File: src/rtl/pulp_cluster_package.sv
// pulp_cluster_package: core data port request/response types and isolation FSM states
package pulp_cluster_package;
  typedef struct packed {
    logic        req;
    logic [31:0] add;
    logic        we;
    logic [31:0] data;
    logic [3:0]  be;
  } core_data_req_t;
  typedef struct packed {
    logic        gnt;
    logic        r_valid;
    logic [31:0] r_data;
  } core_data_rsp_t;
  typedef enum logic [1:0] {ISO_ACTIVE, ISO_DRAIN, ISO_ISOLATED} core_iso_state_e;
endpackage

File: src/rtl/core_data_req_slot.sv
// core_data_req_slot: one-entry request register; req bit doubles as the valid flag
module core_data_req_slot
  import pulp_cluster_package::*;
(
  input  logic           clk_i,
  input  logic           rst_i,
  input  logic           load,
  input  logic           clear,
  input  core_data_req_t req_in,
  output core_data_req_t req_out
);
  // load wins over clear so a drain and refill can happen in the same cycle
  always_ff @(posedge clk_i or posedge rst_i) begin
    if (rst_i) req_out <= '0;
    else if (load) req_out <= req_in;
    else if (clear) req_out.req <= 1'b0;
  end
endmodule

File: src/rtl/core_data_iso_buffer.sv
// core_data_iso_buffer: registered core data request stage with credit limit and drain/isolate handshake
module core_data_iso_buffer
  import pulp_cluster_package::*;
#(
  parameter int unsigned MaxOutstanding = 4,
  parameter int unsigned CntWidth       = $clog2(MaxOutstanding + 1)
) (
  input  logic                clk_i,
  input  logic                rst_i,
  input  core_data_req_t      core_req_i,
  output core_data_rsp_t      core_rsp_o,
  output core_data_req_t      mem_req_o,
  input  core_data_rsp_t      mem_rsp_i,
  input  logic                isolate_i,
  output logic                isolated_o,
  output logic [CntWidth-1:0] outstanding_o
);
  core_iso_state_e state, state_d;
  logic [CntWidth-1:0] cnt;
  logic buf_valid, accept, issue, retire;
  assign buf_valid = mem_req_o.req;
  assign issue     = buf_valid & mem_rsp_i.gnt;
  assign retire    = mem_rsp_i.r_valid & (cnt != '0);
  assign accept    = core_req_i.req & (state == ISO_ACTIVE) & (~buf_valid | mem_rsp_i.gnt)
                   & (32'(cnt) + 32'(buf_valid) < MaxOutstanding);
  assign core_rsp_o    = '{gnt: accept, r_valid: mem_rsp_i.r_valid, r_data: mem_rsp_i.r_data};
  assign outstanding_o = cnt;

  core_data_req_slot u_slot (
    .clk_i  (clk_i),
    .rst_i  (rst_i),
    .load   (accept),
    .clear  (issue),
    .req_in (core_req_i),
    .req_out(mem_req_o)
  );

  // outstanding count: +1 per downstream grant, -1 per response, saturating at zero
  always_ff @(posedge clk_i or posedge rst_i) begin
    if (rst_i) cnt <= '0;
    else cnt <= cnt + CntWidth'(issue) - CntWidth'(retire);
  end

  // isolation state register
  always_ff @(posedge clk_i or posedge rst_i) begin
    if (rst_i) state <= ISO_ACTIVE;
    else state <= state_d;
  end

  // next state: dropping isolate always returns to ACTIVE; DRAIN waits for an empty stage
  always_comb begin
    state_d = (state == ISO_ACTIVE) ? (isolate_i ? ISO_DRAIN : ISO_ACTIVE)
            : !isolate_i ? ISO_ACTIVE
            : (state == ISO_DRAIN && !buf_valid && cnt == '0) ? ISO_ISOLATED
            : state;
  end

  // isolated flag decoded from the registered state
  always_comb begin
    isolated_o = (state == ISO_ISOLATED);
  end

  // a response with nothing outstanding breaks the in-order protocol
  always_ff @(posedge clk_i) begin
    if (!rst_i) assert (!(mem_rsp_i.r_valid && cnt == '0))
      else $warning("core_data_iso_buffer: r_valid with no outstanding request");
  end
endmodule

File: config.mk
export PLATFORM = sky130hd
export DESIGN_NAME = core_data_iso_buffer
export DESIGN_NICKNAME = d
export VERILOG_FILES = /design/src/rtl/pulp_cluster_package.sv /design/src/rtl/core_data_req_slot.sv /design/src/rtl/core_data_iso_buffer.sv
export SDC_FILE = /design/constraint.sdc
export NUM_CORES = 1
export LEC_CHECK = 0
export CAP_MARGIN = 20
export CORE_UTILIZATION = 33
export CTS_CLUSTER_SIZE = 14
export DETAILED_ROUTE_END_ITERATION = 10
export PLACE_DENSITY = 0.76
export SYNTH_ARGS = -nofsm -noshare
export SYNTH_HDL_FRONTEND = slang
export SYNTH_SLANG_ARGS = --single-unit
File: constraint.sdc
create_clock -name clk_i -period 2.6 [get_ports clk_i]
set_clock_uncertainty 0.1 [all_clocks]
set_input_delay 0.52 -clock clk_i [delete_from_list [all_inputs] [get_ports clk_i]]
set_output_delay 0.52 -clock clk_i [all_outputs]
set_load 0.05 [all_outputs]
Word level (Yosys, flattened, before mapping)
Index checks and enable logic that the tools add are counted.
{"block": "word_totals", "input_bits": 107, "ff_bits": 75, "output_inout_bits": 108, "word_cells": 34}
{"block": "op_classes", "bitwise_logic": 7, "magnitude_cmp": 1, "n_eq_ne": 3, "muxes": 6, "n_reduce_logical": 7, "n_addsub": 3}
{"operator": "2-bit two-way mux", "n": 3}
{"operator": "1-bit AND", "n": 5}
{"operator": "3-bit by 1-bit adder with 4-bit output", "n": 1}
{"operator": "4-bit by 3-bit < comparator with 1-bit output (second input constant)", "n": 1}
{"operator": "3-bit by 1-bit adder with 3-bit output", "n": 1}
{"operator": "3-bit zero test", "n": 1}
{"operator": "1-bit two-way mux", "n": 3}
{"operator": "3-bit by 1-bit != test with 1-bit output (second input constant)", "n": 1}
{"operator": "3-bit nonzero test", "n": 1}
{"operator": "3-bit by 1-bit subtractor with 3-bit output", "n": 1}
{"operator": "2-bit by 1-bit == test with 1-bit output (second input constant)", "n": 1}
{"operator": "2-bit == test (second input constant)", "n": 1}
{"operator": "1-bit logical AND", "n": 2}
{"operator": "2-bit zero test", "n": 1}
{"operator": "2-bit nonzero test", "n": 1}
{"operator": "1-bit zero test", "n": 1}
{"operator": "1-bit NOT", "n": 1}
{"operator": "1-bit OR", "n": 1}

Logic depth before layout (Yosys ltp)
{"block": "depth", "depth_word": 6, "ltp_mapped": 8, "depth_no_buf": 8}

By module
A second synthesis with hierarchy kept.
{"block": "unflattened", "hier_cells": 215, "area_unflattened_um2": 3523.4}
{"module": "core_data_req_slot", "instances": 1, "cells_each": 150, "seq_area_each_um2": 1751.7, "area_each_um2": 2951.6}
{"module": "core_data_iso_buffer", "instances": 1, "cells_each": 65, "seq_area_each_um2": 125.1, "area_each_um2": 571.8}

Least setup slack after synthesis
OpenSTA, ideal clock, no wires.
{"block": "synth_timing", "path_kind": "flip-flop to output port", "startpoint": "reg cnt[1] (netlist: outstanding_o[1])", "endpoint": "out core_rsp_o[33] (netlist bit)", "setup_slack_ns": 0.185, "stages_incl_launch_ff": 7, "arrival_ns": 1.795, "path_cell_list": "dfrtp_1 ha_1 a21boi_1 o2111ai_4 buf_6 inv_1 buf_4"}
{"block": "synth_between", "elab_chain_cells": 3}
{"item": "start: declaration", "line_no": "core_data_iso_buffer.sv:19", "text": "logic [CntWidth-1:0] cnt;"}
{"item": "start signal: assignment", "line_no": "core_data_iso_buffer.sv:41", "text": "else cnt <= cnt + CntWidth'(issue) - CntWidth'(retire);"}
{"item": "3-bit by 1-bit adder with 4-bit output", "line_no": "core_data_iso_buffer.sv:25", "text": "& (32'(cnt) + 32'(buf_valid) < MaxOutstanding);"}
{"item": "4-bit by 3-bit < comparator with 1-bit output", "line_no": "core_data_iso_buffer.sv:25"}
{"item": "1-bit AND", "line_no": "core_data_iso_buffer.sv:25"}
{"item": "end: declaration", "line_no": "core_data_iso_buffer.sv:11", "text": "output core_data_rsp_t core_rsp_o,"}
Every way passes these cells.

==> summary.md <==
| Metric | Value |
|---|---|
| Status | `completed` |
| Slowest CP cell | `clkdlybuf4s50_1` |
| Antenna violation net count after detailed routing | `0` |
| CTS Hold Bufs | `0` |
| Slew Limit Headroom | `~64%` |
| Dpl hpwl | `about 5.1 mm` |
| H-tree levels | `3` |
| Reg power frac | `a little over a quarter` |
| ANT cells | `0` |
| Pint | `around 4300 uW` |
| Peak supply drop | `roughly 0.00087 V` |
| Syn. warnings | `0` |
| Drt total wl | `between 7 and 8 mm` |
| Pwr per Cell Area | `between 1500 and 2000 nW/um^2` |
| Layout area overhead | `46.5%` |
| Root Driver | `clkbuf_8` |
| R2r setup slk | `between 0.5 and 0.6 ns` |
| Critical Path Max Stage Delay | `a little under 0.5 ns` |
| FMAX | `420 MHz` |
| Post-DP Area | `4840 sq um` |
| IO Count | `roughly 220` |
| Die ar. | `about 11,000 sq um` |
| DRC violations left | `0` |
| Resized Gates After CTS | `0` |
| Post-CTS Setup Bufs | `0` |
| Sequential-to-total area share from yosys stat | `between 50% and 60%` |
| GPL Wtd Cong | `roughly 0.77` |
| WP data arrival | `roughly 1.8 ns` |
| Max_cap viols | `0` |
| Die height | `roughly 100 um` |
| Clock power frac | `between 10% and 20%` |
| Net switching fraction of the power | `between 40 and 50%` |
| CTS tree | `yes` |
| Final hold violation count | `0` |
| Pre-antenna DRT Iters | `4` |
| Number of global-route vias before repair | `around 2,300` |
| Nets | `around 450` |
| Fin crit period | `about 2.4 ns` |
| Switch Pwr | `about 3600 uW` |
| Mapped Nets | `roughly 320` |
| Core area | `roughly 10000 sq um` |
| Startpoint types | `input pin` |
| Clock Path Buffers | `2` |
| Worst hold-check path type | `in -> async` |
| Clock latency on the worst-skew pair | `~0.34 ns` |
| Std-Cell Rows | `36` |
| Clk pin slew, worst setup/hold paths | `about 0.090 ns` |
| Combinational power share | `between 60 and 70%` |
| Syn avg cell area | `16.3 sq um` |
| Setup violations, final | `0` |
| Layout cells sized above 1 | `26.5%` |
| Overflow after GRT | `0` |
| CTS sink cnt | `75` |
| Area taken by multi-input logic gates | `1200 sq um` |
| Final Instance Area | `5030 sq um` |
| Pleak | `around 0.0023 uW` |
| Die width | `between 100 and 150 um` |
| Worst-path maximum fanout | `3` |
| Synthesized instance count | `211` |
| I/O Buffers | `150` |
| Crit path cell chain | `clkdlybuf4s50_1, a21boi_1, o2111ai_4, inv_1, buf_12` |
| Crit Path Category | `in -> out` |
| Initial DRC Count | `33` |
| CP required | `slightly below 2 ns` |
| Synth area leader | `dfrtp_1` |
| Synth Cell Area | `3430 sq um` |
| Crit. End Element | `output pin` |
| TNS Setup | `0 ns` |
| All-Layer GR Usage | `~14%` |
| Initial core utilization | `between 30% and 40%` |
| WL/cell | `14.9 um` |
| Unrepaired setup endpoints after global routing | `false` |
| Yosys reg bits | `75` |
| Most common cell after layout, fill and taps aside | `clkdlybuf4s50_1` |
| Sequential Area | `approximately 1900 sq um` |
| Num CTS Buffers | `9` |
| Top-area cell type share of the netlist area | `54.6%` |
| Worst Tran Pin Value | `between 0.5 and 0.6 ns` |
| Fill cell count | `853` |
| First-pass GRT wire length | `11.6 mm` |
| Final Cycle Share | `roughly nine tenths` |
| Most frequent cells in the layout | `clkdlybuf4s50_1 (148), dfrtp_1 (75), mux2_4 (68), clkbuf_8 (9), inv_1 (6)` |
| Vias/cell | `approximately 4.3` |
| Max Slew Vio Count | `0` |
| Largest net degree at the start of global routing | `approximately 50` |
| Vias | `between 2,000 and 2,500` |
| Yosys cell types | `20` |
| Antenna violations before repair | `0` |
| Area contributors post-synth | `dfrtp_1 (55%), mux2_4 (30%), buf_4 (7.4%), buf_6 (2.3%), ha_1 (1.1%)` |
-- logic make-up (layout without fill, tap and decap cells) --
| family | count (synthesis) | count (layout) | synth area share [%] |
|---|---|---|---|
| simple gates | 7 | 7 | 0.984 |
| buf+inv | 48 | 176 | 10.5 |
| mux | 69 | 69 | 30.1 |
| fa+ha+maj | 4 | 4 | 1.68 |
| compound gates | 6 | 6 | 1.64 |
| xor+xnor | 2 | 2 | 0.510 |
| flops | 75 | 75 | 54.6 |
-- critical path, delay by kind of cell --
family / cells / cell delay, ns
buffers and inverters: 3 / 0.77
AOI/OAI and AO/OA: 2 / 0.46
-- cells in the mapped netlist, drive strengths merged --
master and instances:
o2111ai 1, nand3 1, nand2 1, fa 1
o21ai 2, dfrtp 75, buf 41, nor2 2
nor3 1, xor2 2, and3 1, mux2 69
ha 3, a21boi 1, a21oi 1, inv 7
nor2b 1, o21a 1
-- metal layers --
layer	track usage, %	wire, um	vias to the layer above
met5	0	0	-
met1	16.7	3040	975
met4	6.94	197	0
met2	22.0	3360	96
met3	4.01	449	25
li1	-	-	923
-- state kept, by name, summed over array words and instances, names as in the netlist --
register        cells
u_slot.req_out     70
outstanding_o       3
state               2
-- power by group through the flow --
stage          registers (uW)  logic, uW  clock network, uW
6_report                 2120       4870                882
2_1_floorplan            4150       1490                  0
4_1_cts                  2130       4910                916
3_5_place_dp             2130       4910                  0
5_1_grt                  2210       5040                976
3_3_place_gp             2110       4850                  0
-- layout make-up --
cell class                      count  share of cell area [%]
Clock buffer                       11                    2.61
Clock inverter                      5                    1.24
Multi-Input combinational cell     88                    23.8
Inverter                            7                   0.547
Tap cell                          133                    3.31
Sequential cell                    75                    37.3
Timing Repair Buffer              153                    31.2
-- per-stage QoR --
| step | hold WS (ns) | total power, uW | utilization [%] | instances | setup WS [ns] |
|---|---|---|---|---|---|
| finish | 0.397 | 7870 | 50.8 | 472 | 0.220 |
| global route | 0.427 | 8220 | 50.8 | 472 | 0.130 |
| CTS | 0.404 | 7960 | 50.8 | 472 | 0.208 |
| detailed placement | 0.391 | 7030 | 48.8 | 456 | 0.209 |
| global placement | 0.390 | 6970 | 48.8 | 456 | 0.256 |
| floorplan | 0.386 | 5640 | - | 211 | 0.0700 |
-- worst paths after layout --
| path | cells after the start | start | to |
|---|---|---|---|
| max | 5 | mem_rsp_i[33] | core_rsp_o[33] |
| min | 2 | rst_i | u_slot.req_out[53] |
| max reg2reg | 8 | outstanding_o[1] | outstanding_o[2] |
| min reg2reg | 1 | u_slot.req_out[41] | u_slot.req_out[41] |
| max in group asynchronous | 3 | rst_i | state[1] |
| min in group clk_i | 1 | u_slot.req_out[41] | u_slot.req_out[41] |
(Power assumes the default switching activity.)
